$ cat src/rtl/ifetch_queue_pkg.sv
// Shared types and constants for the instruction fetch queue.
// Holds the entry layout, FSM encodings and the NOP used for faulting entries.
package ifetch_queue_pkg;

    localparam int XLEN = 32;
    localparam logic [XLEN-1:0] NOP_INSTR = 32'h0000_0013;

    typedef enum logic {
        IFQ_FETCH = 1'b0,
        IFQ_FLUSH = 1'b1
    } ifq_state_e;

    typedef struct packed {
        logic [XLEN-1:0] pc;
        logic [XLEN-1:0] data;
        logic            fault;
    } ifq_entry_t;

    function automatic logic [XLEN-1:0] next_word(input logic [XLEN-1:0] addr);
        return addr + 32'd4;
    endfunction

endpackage

$ cat src/rtl/ifetch_queue_fifo.sv
// ifq_fifo: synchronous DEPTH-entry queue of fetch entries with count/full/empty and clear.
// Push into a full queue is accepted only when a pop frees the head in the same cycle.
module ifq_fifo
    import ifetch_queue_pkg::*;
#(
    parameter int DEPTH = 4
) (
    input  logic                     clk,
    input  logic                     rst,
    input  logic                     clear,
    input  logic                     push,
    input  ifq_entry_t               wdata,
    input  logic                     pop,
    output ifq_entry_t               rdata,
    output logic [$clog2(DEPTH):0]   count,
    output logic                     full,
    output logic                     empty
);

    localparam int AW = $clog2(DEPTH);
    localparam logic [AW:0] DEPTH_C = (AW+1)'(DEPTH);

    ifq_entry_t    mem [DEPTH];
    logic [AW-1:0] rd_ptr;
    logic [AW-1:0] wr_ptr;
    logic          do_push;
    logic          do_pop;

    assign empty   = (count == '0);
    assign full    = (count == DEPTH_C);
    assign do_pop  = pop && !empty;
    assign do_push = push && (!full || do_pop);
    assign rdata   = mem[rd_ptr];

    always_ff @(posedge clk or posedge rst) begin
        if (rst) begin
            rd_ptr <= '0;
            wr_ptr <= '0;
            count  <= '0;
        end else if (clear) begin
            rd_ptr <= '0;
            wr_ptr <= '0;
            count  <= '0;
        end else begin
            if (do_push)
                wr_ptr <= wr_ptr + 1'b1;
            if (do_pop)
                rd_ptr <= rd_ptr + 1'b1;
            count <= count + {{AW{1'b0}}, do_push} - {{AW{1'b0}}, do_pop};
        end
    end

    // Storage needs no reset; only pointers define validity.
    always_ff @(posedge clk) begin
        if (do_push && !clear)
            mem[wr_ptr] <= wdata;
    end

endmodule

$ cat src/rtl/ifetch_queue.sv
// ifetch_queue: fetch PC owner, imem request issue, response queueing and redirect flush.
// Optional misaligned-target faulting is enabled by defining IFQ_MISALIGN_EN.
module ifetch_queue
    import ifetch_queue_pkg::*;
#(
    parameter int          DEPTH    = 4,
    parameter logic [31:0] RESET_PC = 32'h0
) (
    input  logic        clk,
    input  logic        reset,
    output logic        imem_req_valid,
    input  logic        imem_req_ready,
    output logic [31:0] imem_req_addr,
    input  logic        imem_rsp_valid,
    input  logic [31:0] imem_rsp_data,
    input  logic        redirect_valid,
    input  logic [31:0] redirect_pc,
    output logic        instr_valid,
    input  logic        instr_ready,
    output logic [31:0] instr_data,
    output logic [31:0] instr_pc,
    output logic        fetch_fault
);

    localparam int CW = $clog2(DEPTH) + 1;
    localparam logic [CW:0] DEPTH_X = (CW+1)'(DEPTH);

    ifq_state_e  state;
    ifq_state_e  state_next;
    logic [31:0] fetch_pc;
    logic [31:0] rsp_pc;
    logic [CW-1:0] outstanding;
    logic [CW-1:0] drop_cnt;
    logic [CW-1:0] drop_reload;
    logic [CW-1:0] fifo_count;
    logic        fifo_full;
    logic        fifo_empty;
    logic        fifo_push;
    logic        fifo_pop;
    ifq_entry_t  fifo_wdata;
    ifq_entry_t  head;
    logic [31:0] target_pc;
    logic        misaligned;
    logic        halted;
    logic        fault_pend;
    logic        fault_push;
    logic        req_fire;
    logic        rsp_drop;
    logic        rsp_push;

`ifdef IFQ_MISALIGN_EN
    assign target_pc  = redirect_pc;
    assign misaligned = |redirect_pc[1:0];

    // A misaligned target halts fetch and injects one faulting NOP the cycle after the redirect.
    always_ff @(posedge clk or posedge reset) begin
        if (reset) begin
            halted     <= 1'b0;
            fault_pend <= 1'b0;
        end else begin
            fault_pend <= redirect_valid && misaligned;
            if (redirect_valid)
                halted <= misaligned;
        end
    end
`else
    logic unused_pc_lsb;
    assign unused_pc_lsb = ^redirect_pc[1:0];
    assign target_pc  = {redirect_pc[31:2], 2'b00};
    assign misaligned = 1'b0;
    assign halted     = 1'b0;
    assign fault_pend = 1'b0;
`endif

    assign imem_req_valid = !reset && !redirect_valid && !halted &&
                            (({1'b0, fifo_count} + {1'b0, outstanding}) < DEPTH_X);
    assign imem_req_addr  = fetch_pc;
    assign req_fire       = imem_req_valid && imem_req_ready;
    assign drop_reload    = outstanding - {{(CW-1){1'b0}}, imem_rsp_valid};

    always_ff @(posedge clk or posedge reset) begin
        if (reset)
            state <= IFQ_FETCH;
        else
            state <= state_next;
    end

    always_comb begin
        state_next = state;
        if (redirect_valid)
            state_next = (drop_reload != '0) ? IFQ_FLUSH : IFQ_FETCH;
        else if (state == IFQ_FLUSH && imem_rsp_valid && drop_cnt == CW'(1))
            state_next = IFQ_FETCH;
    end

    always_comb begin
        rsp_drop = 1'b0;
        rsp_push = 1'b0;
        if (imem_rsp_valid) begin
            if (state == IFQ_FLUSH || redirect_valid)
                rsp_drop = 1'b1;
            else
                rsp_push = 1'b1;
        end
    end

    always_ff @(posedge clk or posedge reset) begin
        if (reset) begin
            fetch_pc    <= RESET_PC;
            rsp_pc      <= RESET_PC;
            outstanding <= '0;
            drop_cnt    <= '0;
        end else begin
            outstanding <= outstanding + {{(CW-1){1'b0}}, req_fire}
                                       - {{(CW-1){1'b0}}, imem_rsp_valid};
            if (redirect_valid) begin
                fetch_pc <= target_pc;
                rsp_pc   <= target_pc;
                drop_cnt <= drop_reload;
            end else begin
                if (req_fire)
                    fetch_pc <= next_word(fetch_pc);
                if (rsp_push)
                    rsp_pc <= next_word(rsp_pc);
                if (rsp_drop && drop_cnt != '0)
                    drop_cnt <= drop_cnt - 1'b1;
            end
        end
    end

    // rsp_pc equals the faulting target while a fault entry is pending.
    assign fault_push       = fault_pend && !redirect_valid;
    assign fifo_push        = rsp_push || fault_push;
    assign fifo_wdata.pc    = rsp_pc;
    assign fifo_wdata.data  = fault_push ? NOP_INSTR : imem_rsp_data;
    assign fifo_wdata.fault = fault_push;

    assign instr_valid = !fifo_empty && !redirect_valid;
    assign fifo_pop    = instr_valid && instr_ready;
    assign instr_data  = head.data;
    assign instr_pc    = head.pc;
    assign fetch_fault = head.fault;

    ifq_fifo #(
        .DEPTH (DEPTH)
    ) u_fifo (
        .clk   (clk),
        .rst   (reset),
        .clear (redirect_valid),
        .push  (fifo_push),
        .wdata (fifo_wdata),
        .pop   (fifo_pop),
        .rdata (head),
        .count (fifo_count),
        .full  (fifo_full),
        .empty (fifo_empty)
    );

    no_overflow: assert property (@(posedge clk) disable iff (reset)
        !(fifo_push && fifo_full && !fifo_pop));

endmodule

$ cat config.mk
export PLATFORM = sky130hd
export DESIGN_NAME = ifetch_queue
export DESIGN_NICKNAME = d
export VERILOG_FILES = /design/src/rtl/ifetch_queue_pkg.sv /design/src/rtl/ifetch_queue_fifo.sv /design/src/rtl/ifetch_queue.sv
export SDC_FILE = /design/constraint.sdc
export NUM_CORES = 1
export LEC_CHECK = 0
export CORE_MARGIN = 4
export CORE_UTILIZATION = 50
export CTS_BUF_LIST = sky130_fd_sc_hd__clkbuf_4 sky130_fd_sc_hd__clkbuf_8
export CTS_CLUSTER_DIAMETER = 100
export DETAILED_ROUTE_END_ITERATION = 8
export PLACE_DENSITY = 0.73
export SLEW_MARGIN = 20
export SYNTH_ARGS = -nofsm -noshare
export SYNTH_HDL_FRONTEND = slang
export SYNTH_SLANG_ARGS = --single-unit
$ cat constraint.sdc
create_clock -name clk -period 7.55 [get_ports clk]
set_input_delay 1.51 -clock clk [delete_from_list [all_inputs] [get_ports clk]]
set_output_delay 1.51 -clock clk [all_outputs]
set_load 0.01 [all_outputs]
==> results of run 1 <==
area by class of cell:
class	instances	area, µm²	share of cell area [%]
sequential	322	9300	56.7
multi-input combinational	400	3880	23.6
timing repair buffer	169	1670	10.1
clock buffer	74	918	5.59
tap	335	419	2.55
clock inverter	23	155	0.945
inverter	21	78.8	0.480
power groups by stage:
stage	logic [mW]	clock network (mW)	registers, mW
finish	0.862	1.51	2.16
global route	0.943	1.64	2.19
CTS	0.880	1.55	2.17
detailed placement	0.875	0	2.20
global placement	0.863	0	2.20
floorplan	0.542	0	2.13
sequential cells by signal, indices dropped and copies added, names as in the netlist:
| signal | flops |
|---|---|
| imem_req_addr | 30 |
| outstanding | 3 |
| u_fifo.count | 3 |
| state | 1 |
| u_fifo.mem | 248 |
| rsp_pc | 30 |
| drop_cnt | 3 |
| u_fifo.rd_ptr | 2 |
| u_fifo.wr_ptr | 2 |
cell families after synthesis:
kind of cell	after synthesis
DFF	322
and+or+nand+nor	180
muxes	89
AOI/OAI and AO/OA	54
xor gates and xnor gates	53
buffers and inverters	53
adders and majority gates	19
other	1
final timing paths:
check,end,start,cells past startpoint
setup reg to reg,outstanding[2]$_DFF_PP0_,u_fifo.count[2]$_DFF_PP0_,10
max in group asynchronous,u_fifo.rd_ptr[0]$_DFFE_PP0P_,reset,3
min in group asynchronous,outstanding[0]$_DFF_PP0_,reset,3
hold reg to reg,outstanding[0]$_DFF_PP0_,outstanding[0]$_DFF_PP0_,1
setup / recovery,instr_pc[2],u_fifo.rd_ptr[0]$_DFFE_PP0P_,3
hold / removal,outstanding[0]$_DFF_PP0_,outstanding[0]$_DFF_PP0_,1
worst reg2reg max path: cells and delay by family (launching register included):
family	cells	cell delay (ps)
xor+xnor	1	130
simple gates	2	1030
fa+ha+maj	4	1180
buf+inv	3	540
flops	1	440
metrics by stage:
step	std cells	util (%)
final	1344	62.7
after detailed placement	1247	58.6
after global routing	1344	62.7
after CTS	1344	62.7
after floorplan	775	-
after global placement	1247	58.6
metal layers:
metal,part of all wire [%],up-vias,GRT usage [%]
li1,-,3408,-
met1,45,3769,27.0
met2,46,261,28.8
met3,7.0,33,4.34
met4,1.5,0,4.51
met5,0,-,0
cell usage in the layout, fill, tap and decap left out, drive strengths merged, types with 10 or more instances in the layout:
| cell | n |
|---|---|
| edfxtp | 248 |
| clkdlybuf4s50 | 160 |
| dfrtp | 74 |
| clkbuf | 74 |
| mux4 | 62 |
| nand2 | 37 |
| xnor2 | 36 |
| nand3 | 28 |
| nor2 | 23 |
| mux2 | 22 |
| inv | 22 |
| nand4 | 20 |
| clkinv | 19 |
| o21ai | 18 |
| xor2 | 17 |
| ha | 17 |
| a21boi | 14 |
| nor3 | 12 |
| and3 | 10 |
==> impl_metrics.yaml, run 1 <==
worst_setup_path:
  worstSetupStartpointType: "flip-flop"
  cp-end-kind: "output pin"
  critPathKind: "reg2out"
  critPathBufInv: 2
  path_cells: "buf_4 > mux4_2 > clkdlybuf4s50_1"
  worst_path_max_delay_cell: "dfrtp_4"
  reg2reg_slack_ps: 4130
  critPathMaxFanout: 35
  worst_path_dominant_cell_family: "buffers and inverters"
  cp.required_ps: 6040
  critPathArrivalTime_ps: 3280
  critPathMaxStageDelay_ps: 870
logic_synthesis:
  synth_commonest_cells: "edfxtp_1 (248), dfrtp_1 (74), mux4_2 (62)"
  synth_simple_gate_area_share_pct: 8.00
  ys_async_sr_fraction_pct: 23.0
  ys_ff_latch: 322
  netlist_top_cells_area: "edfxtp_1 (56%), dfrtp_1 (14%), mux4_2 (10%), xnor2_1 (2.4%), mux2_2 (1.7%)"
  synth_edf_count: 248
  synth_seq_area_share_pct: 69.3
  synth_compound_area_share_pct: 2.77
  yosys.area_share.xor_xnor_pct: 3.46
  avgSynthCellArea_um2: 17.4
  synth_top_family_by_area: "multiplexers"
  synth_mux_area_share_pct: 12.6
  syn_inst: 771
  synth_top_cell_area_share_pct: 55.5
  synth-main-ff-cell: "edfxtp_1"
  yosysTopAreaCell: "edfxtp_1"
  synth_area_mm2: 0.0134
  ys_warn_count: 0
  synth.distinct_cells: 60
  synth_adder_area_share_pct: 1.88
  synth.most_common_cell: "edfxtp_1"
timing:
  worst_slack_ps: 2760
  max-slew-margin-rel_pct: 35.0
  min_period_ps: 4790
  drv_slew: 0
  skew_ps: 14.2
  post-route-period-util_pct: 63.5
  setup_violations: 0
  fin_hold_ws_ps: 541
  rsz0062_at_grt: "false"
  fmax_ghz: 0.209
  setup_tns_ps: 0
  hold_viol: 0
  tightest_slew_ps: 975
grt:
  grt_pass1_wl_um: 42700
  grt_max_degree: 75
  grt_usage_pct: 18.5
  antenna_found_initial: 0
  grt_pass1_vias: 7810
  grt_overflow: 0
power_and_ir_drop:
  p_clk_share_pct: 33.3
  comb_power_share_pct: 19.0
  power_leakage_nw: 5.59
  power_mw: 4.54
  p_sw_mw: 1.17
  ir_worst_vdd_v: 0.000135
  p_seq_share_pct: 47.7
  p_sw_share_pct: 25.8
  p_int_mw: 3.37
  p_per_area_mw_per_mm2: 276
final_layout:
  nFillCells: 1896
  nets: 1055
  area_growth_syn_to_layout_pct: 22.5
  antenna_cells: 0
  drive_above_1_share_pct: 19.9
  fin_area_mm2: 0.0164
die:
  initial_core_util_pct: 51.2
  pin_count: 169
  num_rows: 59
  die_w_um: 172
  die_h_um: 172
  dieArea_mm2: 0.0295
  core_mm2: 0.0262
cts:
  cts_tree: "built"
  cts_inserted_buffers: 52
  cts.path.max_buffers: 3
  clkLatencyLatePin_ps: 560
  cts-resized-gates: 0
  cts_setup_buffers: 0
  clock-sinks: 322
  cts_root_buf: "clkbuf_8"
  ctsHoldBuffers: 0
  htree_levels: 2
  clkSlewWorstSetupHoldPaths_ps: 60
route:
  dr.pass1.iters: 5
  viasPerCell: 5.56
  avgRoutedWirePerCell_um: 20.4
  final_antenna_net_count: 0
  drt_iter0_drc: 556
  wl_um: 27400
  vias: 7471
  drc_errors: 0
placement:
  place_congestion: 0.817
  dp_slack_ps: 2620
  placed_area_mm2: 0.0153
  io_buffer_count: 161
  dp_hpwl_um: 17300
flow_run:
  cap_violations: 0
min_path:
  hp-class: "reg2reg"
run_status:
  status: "finished clean"
No activity file was read; power rests on OpenSTA's default activity.
==> run 2: changes to the inputs <==
--- a/config.mk
+++ b/config.mk
@@ -10,7 +10,7 @@
 export CTS_BUF_LIST = sky130_fd_sc_hd__clkbuf_4 sky130_fd_sc_hd__clkbuf_8
 export CTS_CLUSTER_DIAMETER = 100
 export DETAILED_ROUTE_END_ITERATION = 8
-export PLACE_DENSITY = 0.73
+export PLACE_DENSITY = 0.76
 export SLEW_MARGIN = 20
 export SYNTH_ARGS = -nofsm -noshare
 export SYNTH_HDL_FRONTEND = slang
==> constraint.sdc (replaced) <==
create_clock -name clk -period 4.2 [get_ports clk]
set_input_delay 0.84 -clock clk [delete_from_list [all_inputs] [get_ports clk]]
set_output_delay 0.84 -clock clk [all_outputs]
set_load 0.01 [all_outputs]
==> impl_metrics.yaml, run 2 (synthesis gave the netlist of run 1 again) <==
worst_setup_path:
  worstSetupStartpointType: "flip-flop"
  critPathArrivalTime_ps: 2710
  cp.required_ps: 3360
  critPathMaxFanout: 26
  reg2reg_slack_ps: 1450
  worst_r2r_path_depth: 10
  r2r_start: "outstanding[2]$_DFF_PP0_"
  cp-end-kind: "output pin"
  r2r-end: "outstanding[2]$_DFF_PP0_"
  critPathKind: "reg2out"
power_and_ir_drop:
  p_int_mw: 6.04
  p_sw_share_pct: 25.4
  p_per_area_mw_per_mm2: 489
  comb_power_share_pct: 19.9
  power_leakage_nw: 5.64
  p_clk_share_pct: 32.3
  power_mw: 8.10
  p_sw_mw: 2.06
  ir_worst_vdd_v: 0.000240
  p_seq_share_pct: 47.8
cts:
  cts_setup_buffers: 0
  htree_levels: 2
  cts_inserted_buffers: 52
  cts.path.max_buffers: 3
  clkLatencyLatePin_ps: 560
  clkSlewWorstSetupHoldPaths_ps: 60
  clock-sinks: 322
  cts-resized-gates: 0
  cts_tree: "built"
  cts_root_buf: "clkbuf_8"
  ctsHoldBuffers: 0
route:
  final_antenna_net_count: 0
  wl_um: 27400
  viasPerCell: 5.52
  vias: 7441
  avgRoutedWirePerCell_um: 20.3
  drt_iter0_drc: 508
  drc_errors: 0
  dr.pass1.iters: 5
timing:
  fmax_ghz: 0.282
  max-slew-margin-rel_pct: 43.4
  drv_slew: 0
  setup_tns_ps: 0
  min_period_ps: 3550
  skew_ps: 26.7
  post-route-period-util_pct: 84.6
  setup_violations: 0
  hold_viol: 0
  fin_hold_ws_ps: 549
  rsz0062_at_grt: "false"
  tightest_slew_ps: 842
grt:
  antenna_found_initial: 1
  grt_usage_pct: 18.8
  grt_pass1_wl_um: 43400
  grt_max_degree: 62
  grt_pass1_vias: 7938
  grt_overflow: 0
final_layout:
  layout_common_cells: "edfxtp_1 (248), clkdlybuf4s50_1 (160), dfrtp_1 (72)"
  antenna_cells: 0
  final_common_cell: "edfxtp_1"
  area_growth_syn_to_layout_pct: 23.5
  instances_no_fill: 1349
  largest_reg_flops: 248
  nets: 1064
  largest_register: "u_fifo.mem"
  drive_above_1_share_pct: 20.6
  nFillCells: 1874
min_path:
  hp-class: "reg2reg"
  whs_path_depth: 1
  min-delay-start: "imem_req_addr[27]$_DFFE_PP0P_"
  min_to: "imem_req_addr[27]$_DFFE_PP0P_"
die:
  initial_core_util_pct: 51.2
  die_h_um: 172
  core_mm2: 0.0262
  num_rows: 59
  die_w_um: 172
  dieArea_mm2: 0.0295
  pin_count: 169
placement:
  dp.cells: 1256
  dp_hpwl_um: 18400
  place_congestion: 0.845
  io_buffer_count: 161
flow_run:
  cap_violations: 0
run_status:
  status: "finished clean"
==> run 2: worst max path at each step <==
stage / start / to / slack (ps) / cells after the start
after floorplan: redirect_valid / u_fifo.mem[1][0]$_DFFE_PP_ / 710 / 3
after global placement: imem_rsp_valid / u_fifo.mem[1][4]$_DFFE_PP_ / 850 / 5
after detailed placement: imem_rsp_valid / u_fifo.mem[1][11]$_DFFE_PP_ / 820 / 5
after CTS: u_fifo.rd_ptr[0]$_DFFE_PP0P_ / instr_data[27] / 560 / 3
after global routing: u_fifo.rd_ptr[0]$_DFFE_PP0P_ / instr_pc[19] / 480 / 3
final: u_fifo.rd_ptr[0]$_DFFE_PP0P_ / instr_data[27] / 650 / 3
==> run 2: cell type report <==
class	count	area, µm²	area share [%]
clock buffers	79	943	5.70
clock inverters	14	87.6	0.529
inverters	21	78.8	0.476
multi-input cells	400	3880	23.4
flip-flops and latches	322	9300	56.2
well taps	335	419	2.53
repair buffers	178	1850	11.2
==> run 2: per-stage QoR <==
stage               area [µm²]  utilization [%]  setup slack, ps
global route             16600             63.2              476
global placement         15500             59.3              854
floorplan                13400                -              707
detailed placement       15500             59.3              818
finish                   16600             63.2              648
CTS                      16600             63.2              562
==> run 2: worst max-delay path: stages (launching register included) <==
cell,delay (ps)
dfrtp_4,770
buf_12,300
mux4_2,550
clkdlybuf4s50_1,500
==> run 2: power by group through the flow <==
stage               Sequential [mW]  Clock, mW  Combinational (mW)
floorplan                      3.83          0               0.974
global placement               3.93          0                1.61
detailed placement             3.94          0                1.63
CTS                            3.88       2.69                1.64
global route                   3.91       2.86                1.75
finish                         3.87       2.62                1.61
==> run 2: metal layers <==
| metal | global-route usage [%] | share of wire [%] | vias to the layer above |
|---|---|---|---|
| met5 | 0 | 0.047 | - |
| met4 | 4.03 | 1.3 | 2 |
| met3 | 4.37 | 6.6 | 35 |
| met2 | 30.2 | 47 | 232 |
| met1 | 26.8 | 45 | 3743 |
| li1 | - | - | 3429 |
==> run 3: changes to the inputs <==
--- a/config.mk
+++ b/config.mk
@@ -10,7 +10,7 @@
 export CTS_BUF_LIST = sky130_fd_sc_hd__clkbuf_4 sky130_fd_sc_hd__clkbuf_8
 export CTS_CLUSTER_DIAMETER = 100
 export DETAILED_ROUTE_END_ITERATION = 8
-export PLACE_DENSITY = 0.76
+export PLACE_DENSITY = 0.73
 export SLEW_MARGIN = 20
 export SYNTH_ARGS = -nofsm -noshare
 export SYNTH_HDL_FRONTEND = slang
==> constraint.sdc (replaced) <==
create_clock -name clk -period 3.7 [get_ports clk]
set_input_delay 0.74 -clock clk [delete_from_list [all_inputs] [get_ports clk]]
set_output_delay 0.74 -clock clk [all_outputs]
set_load 0.01 [all_outputs]
==> impl_metrics.yaml, run 3 (synthesis gave the netlist of run 1 again) <==
run_status:
  status: "finished clean"
grt:
  grt_max_degree: 52
  grt_pass1_vias: 7991
  grt_pass1_wl_um: 43400
  grt_usage_pct: 18.8
  antenna_found_initial: 0
  grt_overflow: 0
timing:
  tightest_slew_ps: 758
  skew_ps: 19.1
  drv_slew: 0
  worst_slack_ps: 321
  fmax_ghz: 0.296
  hold_viol: 0
  min_period_ps: 3380
  fin_hold_ws_ps: 533
  rsz0062_at_grt: "false"
  setup_tns_ps: 0
  setup_violations: 0
  max-slew-margin-rel_pct: 49.0
  post-route-period-util_pct: 91.3
worst_setup_path:
  path_cells: "buf_4 > mux4_2 > clkdlybuf4s50_1"
  worst_path_max_delay_cell: "dfrtp_4"
  critPathMaxFanout: 22
  reg2reg_slack_ps: 1180
  r2r_start: "outstanding[2]$_DFF_PP0_"
  cp.required_ps: 2960
  critPathArrivalTime_ps: 2640
  critPathKind: "reg2out"
  cp-end-kind: "output pin"
  worst_r2r_path_depth: 10
  worstSetupStartpointType: "flip-flop"
  critPathBufInv: 2
  critPathMaxStageDelay_ps: 740
  r2r-end: "outstanding[2]$_DFF_PP0_"
  critPathLaunch: "u_fifo.rd_ptr[0]$_DFFE_PP0P_"
  worst_path_dominant_cell_family: "buffers and inverters"
power_and_ir_drop:
  ir_worst_vdd_v: 0.000291
  p_sw_share_pct: 25.5
  power_mw: 9.23
  p_clk_share_pct: 32.4
  p_per_area_mw_per_mm2: 556
  p_int_mw: 6.88
  power_leakage_nw: 5.66
  p_seq_share_pct: 47.5
  comb_power_share_pct: 20.0
  p_sw_mw: 2.35
die:
  dieArea_mm2: 0.0295
  die_w_um: 172
  pin_count: 169
  die_h_um: 172
  core_mm2: 0.0262
  num_rows: 59
  initial_core_util_pct: 51.2
cts:
  clkSlewWorstSetupHoldPaths_ps: 60
  cts_tree: "built"
  cts_inserted_buffers: 51
  clock-sinks: 322
  cts_setup_buffers: 0
  cts-resized-gates: 0
  htree_levels: 2
  clkLatencyLatePin_ps: 550
  cts.path.max_buffers: 3
  ctsHoldBuffers: 0
  cts_root_buf: "clkbuf_8"
route:
  drc_errors: 0
  wl_um: 27200
  drt_iter0_drc: 515
  viasPerCell: 5.58
  final_antenna_net_count: 0
  avgRoutedWirePerCell_um: 20.1
  dr.pass1.iters: 5
  vias: 7547
placement:
  placed_area_mm2: 0.0156
  dp_slack_ps: 512
  io_buffer_count: 161
  dp_hpwl_um: 18200
  place_congestion: 0.833
  dp.cells: 1263
final_layout:
  utilization_pct: 63.4
  fin_area_mm2: 0.0166
  instances_no_fill: 1353
  drive_above_1_share_pct: 20.7
  nets: 1070
  nFillCells: 1875
  area_growth_syn_to_layout_pct: 23.8
  antenna_cells: 0
  layout_common_cells: "edfxtp_1 (248), clkdlybuf4s50_1 (160), dfrtp_1 (72)"
  largest_register: "u_fifo.mem"
  multi_input_area_mm2: 0.00388
  final_common_cell: "edfxtp_1"
  largest_reg_flops: 248
  seq_area_mm2: 0.00930
min_path:
  hp-class: "reg2reg"
  min-delay-start: "imem_req_addr[27]$_DFFE_PP0P_"
  whs_path_depth: 1
  min_to: "imem_req_addr[27]$_DFFE_PP0P_"
flow_run:
  cap_violations: 0
## run 3: how the worst max path moves through the flow
| stage | cells after the start | endpoint | slack (ps) |
|---|---|---|---|
| 6_report | 3 | instr_data[0] | 320 |
| 5_1_grt | 3 | instr_data[0] | 150 |
| 4_1_cts | 3 | instr_data[0] | 220 |
| 3_5_place_dp | 6 | rsp_pc[13]$_DFFE_PP0N_ | 510 |
| 3_3_place_gp | 6 | rsp_pc[13]$_DFFE_PP0N_ | 550 |
| 2_1_floorplan | 3 | u_fifo.mem[1][0]$_DFFE_PP_ | 310 |
## run 3: layout make-up
cell class,count,share of cell area (%)
flip-flops and latches,322,56.0
multi-input cells,400,23.4
repair buffers,185,11.4
clock buffers,67,5.06
well taps,335,2.52
clock inverters,23,1.10
inverters,21,0.475
## run 3: power groups by stage
stage          sequential, mW  combinational, mW  clock, mW
2_1_floorplan            4.35               1.11          0
3_3_place_gp             4.46               1.86          0
3_5_place_dp             4.46               1.88          0
4_1_cts                  4.39               1.89       3.08
5_1_grt                  4.42               2.02       3.26
6_report                 4.39               1.85       2.99
## run 3: metal layers
metal,global-route usage (%),part of all wire [%],vias up
met5,0,0,-
met4,4.92,1.8,0
met3,4.48,7.7,47
met2,29.3,46,289
met1,27.0,45,3772
li1,-,-,3439
